### src/rtl/pc_seq_pkg.sv
// Shared types and constants for the PC sequencer: FSM state encoding,
// instruction size in bytes and the default boot address.
package pc_seq_pkg;

  typedef enum logic [1:0] {
    BOOT  = 2'd0,
    RUN   = 2'd1,
    HALT  = 2'd2,
    FAULT = 2'd3
  } seq_state_t;

  localparam int unsigned INSTR_BYTES      = 4;
  localparam logic [31:0] DEFAULT_RESET_PC = 32'h0000_0000;

endpackage

### src/rtl/next_pc_sel.sv
// Combinational next-PC priority select (jump > taken branch > sequential)
// with a word-alignment check on whichever redirect target wins.
module next_pc_sel #(
  parameter int PC_W = 32
) (
  input  logic            jump,
  input  logic            branch_take,
  input  logic [PC_W-1:0] pc_plus4,
  input  logic [PC_W-1:0] branch_target,
  input  logic [PC_W-1:0] jump_target,
  output logic [PC_W-1:0] next_pc,
  output logic            redirect,
  output logic            misaligned
);

  always_comb begin
    next_pc = pc_plus4;
    if (jump) begin
      next_pc = jump_target;
    end else if (branch_take) begin
      next_pc = branch_target;
    end
  end

  assign redirect = jump | branch_take;
  // Sequential fetch is aligned by construction, so only redirects are checked.
  assign misaligned = redirect & (next_pc[1:0] != 2'b00);

endmodule

### src/rtl/pc_sequencer.sv
// Program-counter sequencer: PC register plus BOOT/RUN/HALT/FAULT fetch FSM.
// Optional taken-branch counter enabled by defining PC_SEQ_BRCNT_EN.
module pc_sequencer
  import pc_seq_pkg::*;
#(
  parameter int              PC_W     = 32,
  parameter logic [PC_W-1:0] RESET_PC = PC_W'(DEFAULT_RESET_PC)
) (
  input  logic            clk,
  input  logic            rst,
  input  logic            branch,
  input  logic            zero,
  input  logic            jump,
  input  logic [PC_W-1:0] branch_target,
  input  logic [PC_W-1:0] jump_target,
  input  logic            stall,
  input  logic            halt,
  input  logic            resume,
  output logic [PC_W-1:0] pc,
  output logic [PC_W-1:0] pc_plus4,
  output logic            branch_next,
  output logic            pc_valid,
  output logic            fault,
  output logic [PC_W-1:0] fault_addr
`ifdef PC_SEQ_BRCNT_EN
  ,
  output logic [31:0]     branch_count
`endif
);

  seq_state_t      state_reg, state_next;
  logic [PC_W-1:0] pc_reg, pc_next;
  logic [PC_W-1:0] fault_addr_reg;
  logic            fault_reg;
  logic [PC_W-1:0] sel_pc;
  logic            sel_redirect;
  logic            sel_misaligned;
  logic            run_active;

  assign pc_plus4 = pc_reg + PC_W'(INSTR_BYTES);
  // A RUN cycle that actually commits a fetch decision (not stalled, not halting).
  assign run_active = (state_reg == RUN) && !stall && !halt;

  next_pc_sel #(.PC_W(PC_W)) u_next_pc_sel (
    .jump          (jump),
    .branch_take   (branch_next),
    .pc_plus4      (pc_plus4),
    .branch_target (branch_target),
    .jump_target   (jump_target),
    .next_pc       (sel_pc),
    .redirect      (sel_redirect),
    .misaligned    (sel_misaligned)
  );

  always_ff @(posedge clk or posedge rst) begin
    if (rst) begin
      state_reg <= BOOT;
    end else begin
      state_reg <= state_next;
    end
  end

  always_comb begin
    state_next = state_reg;
    case (state_reg)
      BOOT:  state_next = RUN;
      RUN: begin
        if (!stall) begin
          if (halt) begin
            state_next = HALT;
          end else if (sel_misaligned) begin
            state_next = FAULT;
          end
        end
      end
      HALT:  if (resume) state_next = RUN;
      FAULT: state_next = FAULT;
      default: state_next = BOOT;
    endcase
  end

  always_comb begin
    pc_valid    = (state_reg == RUN);
    branch_next = branch & zero & (state_reg == RUN);
  end

  always_comb begin
    pc_next = pc_reg;
    if (run_active && !sel_misaligned) begin
      pc_next = sel_pc;
    end else if (state_reg == HALT && resume) begin
      pc_next = pc_plus4;
    end
  end

  always_ff @(posedge clk or posedge rst) begin
    if (rst) begin
      pc_reg         <= RESET_PC;
      fault_reg      <= 1'b0;
      fault_addr_reg <= '0;
    end else begin
      pc_reg <= pc_next;
      if (run_active && sel_misaligned) begin
        fault_reg      <= 1'b1;
        fault_addr_reg <= sel_pc;
      end
    end
  end

  assign pc         = pc_reg;
  assign fault      = fault_reg;
  assign fault_addr = fault_addr_reg;

`ifdef PC_SEQ_BRCNT_EN
  logic [31:0] br_cnt_reg;

  always_ff @(posedge clk or posedge rst) begin
    if (rst) begin
      br_cnt_reg <= '0;
    end else if ((state_reg == RUN) && !stall && branch_next && (br_cnt_reg != 32'hFFFF_FFFF)) begin
      br_cnt_reg <= br_cnt_reg + 32'd1;
    end
  end

  assign branch_count = br_cnt_reg;
`endif

  // sel_redirect is informational for the select block; keep it observed.
  logic unused_ok;
  assign unused_ok = sel_redirect;

endmodule

### config.mk
export PLATFORM = sky130hd
export DESIGN_NAME = pc_sequencer
export DESIGN_NICKNAME = d
export VERILOG_FILES = /design/src/rtl/pc_seq_pkg.sv /design/src/rtl/next_pc_sel.sv /design/src/rtl/pc_sequencer.sv
export SDC_FILE = /design/constraint.sdc
export NUM_CORES = 1
export LEC_CHECK = 0
export CORE_MARGIN = 10
export CORE_UTILIZATION = 30
export DETAILED_ROUTE_END_ITERATION = 8
export PLACE_DENSITY = 0.62
export SETUP_SLACK_MARGIN = 0.5
export SYNTH_ARGS = -nofsm -noshare
export SYNTH_HDL_FRONTEND = slang
export SYNTH_SLANG_ARGS = --single-unit
### constraint.sdc
create_clock -name clk -period 2.2 [get_ports clk]
set_clock_uncertainty 0.1 [all_clocks]
set_input_delay 0.33 -clock clk [delete_from_list [all_inputs] [get_ports clk]]
set_output_delay 0.33 -clock clk [all_outputs]
set_load 0.01 [all_outputs]
# After elaboration in Yosys (flattened, before gate mapping)
# Index checks and enable logic that the tools add are counted.
word_totals:
  in_bits: 72
  wordCells: 36
  ff_bits: 67
  output_inout_bits: 99
classes:
  add_sub_neg: 1
  eq_ne: 6
  n_mux: 9
  bitwise_logic: 4
  reduce_logical: 12
op_table:
  columns: ["cell", "n"]
  rows:
  - ["32-bit 2-to-1 mux", 4]
  - ["32-bit by 3-bit adder with 32-bit output, second input constant", 1]
  - ["2-bit 2-to-1 mux", 4]
  - ["2-bit case mux with 4 select lines", 1]
  - ["1-bit logical AND", 5]
  - ["2-bit equality test, second input constant", 2]
  - ["2-bit != test, second input constant", 2]
  - ["2-bit nonzero test", 2]
  - ["1-bit bitwise AND", 3]
  - ["1-bit logical NOT", 3]
  - ["3-bit by 2-bit != test with 1-bit output, second input constant", 1]
  - ["3-bit AND reduction", 1]
  - ["2-bit by 1-bit equality test with 1-bit output, second input constant", 1]
  - ["2-bit logical NOT", 1]
  - ["1-bit OR", 1]

# Depth between registers and ports, before layout
logic_depth:
  depth_word: 10
  ltp_mapped: 8
  mapped_depth_nobuf: 6

# Hierarchy
# Synthesis repeated with hierarchy kept, for this count alone.
unflattened:
  cells_unflattened: 475
  hier_area_um2: 4441.8
by_module_without_submodules:
  columns: ["mod", "instances", "area_each_um2", "cells_each"]
  rows:
  - ["pc_sequencer", 1, 3714.8, 364]
  - ["next_pc_sel", 1, 726.9, 111]

# Worst setup path after synthesis
# No wires, ideal clock.
synth_path:
  kind: "reg-to-output"
  startpoint: "reg pc_reg[2], in the netlist pc[2]"
  endpoint: "out pc_plus4[28]"
  n_path_buf: 0
  setup_slack_ns: -0.364
  t_arrival_ns: 2.134
  stages_incl_launch_ff: 6
  path_cell_list: "dfrtp_1 ha_1 nand4_4 or3_4 or4_4 xnor2_1"
synth_via:
  elab_chain_len: 1
synth_rtl:
  columns: ["element", "line_no", "rtl"]
  rows:
  - ["from (decl)", "pc_sequencer.sv:32", "logic [PC_W-1:0] pc_reg, pc_next;"]
  - ["from (signal assigned)", "pc_sequencer.sv:102", "pc_reg <= pc_next;"]
  - ["32-bit by 3-bit adder with 32-bit output", "pc_sequencer.sv:40", "assign pc_plus4 = pc_reg + PC_W'(INSTR_BYTES);"]
  - ["to (decl)", "pc_sequencer.sv:20", "output logic [PC_W-1:0] pc_plus4,"]
# Every way passes these cells.

# Final worst setup path
layout_path:
  startpoint: "reg pc_reg[2], in the netlist pc[2]"
  endpoint: "out pc_plus4[26]"
# Same word-level chain as after synthesis.

==> run metrics <==
outcome=finished with violations; failing checks=negative setup slack; Critical Path AT=2.26 ns; die area=0.0211 mm2; core area=0.0153 mm2; RePlAce Congestion=0.898; mux cell area share after synthesis=2.72%; GR Util met2=38.3%; Startpoint Class=flop; Final WS setup=-0.492 ns; reg2reg end=pc[30]; synthesized cell area=0.00470 mm2; row count=45; DRT iter0 DRCs=521; antenna diode count=0; DP Wirelength=17,800 um; P per Cell Area=953 mW/mm2; Synth Area in Compound Gates=22.3%; adder-cell area share of the yosys netlist=0.266%; Initial Utilization=30.8%; Ports=171; Netlist cell types=65; Skew-Pair Late Insertion Delay=0.35 ns; Synth Area in XOR/XNOR=5.40%; share of layout cells above drive strength 1=55.0%; most common cell after layout, fill and taps aside=buf_4; clk root buf=clkbuf_16; largest family of logic cells by synthesized area=simple AND/OR/NAND/NOR gates; CTS tree=yes; FF-to-FF path depth=12; asr flop ratio synth=100%; met1 GRT Util=27.7%; post-layout util=69.6%; clk sinks=67; most frequent cells in the layout=buf_4, buf_6, clkdlybuf4s50_1; CP endpoint kind=primary output; drt pass-1 iters=6; number of flops mapped to enable cells by yosys=0; Avg Inst Size Synth=8.16 um2; initial antenna violation count=0; die height=145 um; Max-slew headroom=63.7%; maxcap violations=0; Slew @ Worst Pin=0.544 ns; Worst Setup Path Type=reg -> out; total gr overflow=0; # DRC=0; final slew viol count=0; RSZ-0062 raised after global routing=yes; largest net degree at the start of global routing=28; Leak=4.82 nW; GRT busiest layer=met2; Hold WC Path Type=in -> async; Tmin final=2.69 ns; Peak Freq=371 MHz; CP max FO=2; vias in the first global route=6,731; CTS Buf Count=9; clk slew on worst S/H paths=0.06 ns; CTS H-tree lvls=3; synthesis-stage register bit count=67; Synth Net Count=649; area delta synth->final=126%; dpl ws=-0.484 ns; Ys Warns=0; routed len/inst=22.0 um; Final Setup Violations=37; Hold Violations, Final=0; post-synthesis sequential area ratio=35.7%; Die X=145 um; R2R setup slack=-0.35 ns; simple-gate share of the synthesized area=27.2%; top_reg_cell synth=dfrtp_1; Worst Hold Slack=0.283 ns; GR Util met3=4.94%; cts hold-fix bufs=0; global-route wire length before repair=38,900 um; Port-buffer cells=170; Required @ worst endpoint=1.77 ns; VDD IR-drop max=0.502 mV; Clock Tree Buf Depth=2; final wirelength=26,000 um; fin crit share=122%; vias per inst=5.44; final layout net count=1,042; worst r2r src=pc[2]; ANT nets after route=0; gr usage total=23.0%; Filler Cells Inserted=1,138; cells after synthesis=576; vias=6,447
==> worst max-delay path by stage <==
stage               startpoint           end  slack [ns]  cells after the start
detailed placement       pc[2]  pc_plus4[28]       -0.48                      6
global route             pc[2]  pc_plus4[26]       -0.54                      8
finish                   pc[2]  pc_plus4[26]       -0.49                      8
floorplan               pc[12]  pc_plus4[31]       -0.09                      7
CTS                      pc[2]  pc_plus4[28]       -0.51                      6
global placement        branch        pc[17]       -0.49                     10
==> cells by family after synthesis <==
family | Yosys count
simple gates | 243
mux | 12
fa+ha+maj | 1
xor+xnor | 29
buf+inv | 65
compound gates | 159
flops | 67
==> per-stage QoR <==
stage	power [mW]	instances	TNS, ns	area [um2]
6_report	10.1	1185	-7.09	10600
5_1_grt	10.6	1185	-9.60	10600
3_5_place_dp	7.31	1069	-11.72	8140
4_1_cts	9.56	1155	-6.92	9850
3_3_place_gp	7.24	1069	-9.95	8140
2_1_floorplan	4.32	576	-0.184	5220
==> critical path, cell delays in order, from the launching register on <==
cell,delay [ns]
dfrtp_2,0.39
ha_4,0.15
nand4_4,0.11
or3_4,0.41
buf_6,0.13
buf_6,0.10
o31a_1,0.26
or2_4,0.25
buf_6,0.12
==> cells in the mapped netlist, types with 9 or more instances <==
master	n	area (um2)
nand4_1	17	106
nand3_1	21	105
nor3_1	21	105
clkbuf_1	21	78.8
nor2_1	41	154
xor2_1	9	78.8
a22oi_1	9	67.6
or3_1	10	62.6
o21ai_0	47	235
xnor2_1	20	175
inv_1	16	60.1
a21oi_1	41	205
buf_2	19	95.1
nor4_1	14	87.6
dfrtp_1	67	1680
nand2_1	76	285
==> where the power goes <==
group	total, mW	internal, mW	switching [mW]
combinational	6.30	3.23	3.07
sequential	2.20	1.75	0.448
clock	1.63	1.02	0.606
==> cell type report <==
type | count | area (um2) | area share (%)
Clock buffer | 10 | 239 | 2.25
Clock inverter | 6 | 88.8 | 0.836
Tap cell | 211 | 264 | 2.48
Multi-Input combinational cell | 444 | 4080 | 38.4
Timing Repair Buffer | 431 | 4190 | 39.5
Sequential cell | 67 | 1690 | 15.9
Inverter | 16 | 73.8 | 0.695
==> routing by layer <==
metal | part of all wire (%) | vias to the layer above
li1 | - | 2923
met1 | 41 | 3183
met2 | 49 | 291
met3 | 6.6 | 50
met4 | 3.2 | 0
met5 | 0 | -
==> what timing repair did <==
item,CTS,global route
pin swaps,83,51
gates cloned,4,2
setup buffers,66,28
setup endpoints to repair,144,108
gates resized for setup,432,124
No activity file was read; power rests on OpenSTA's default activity.
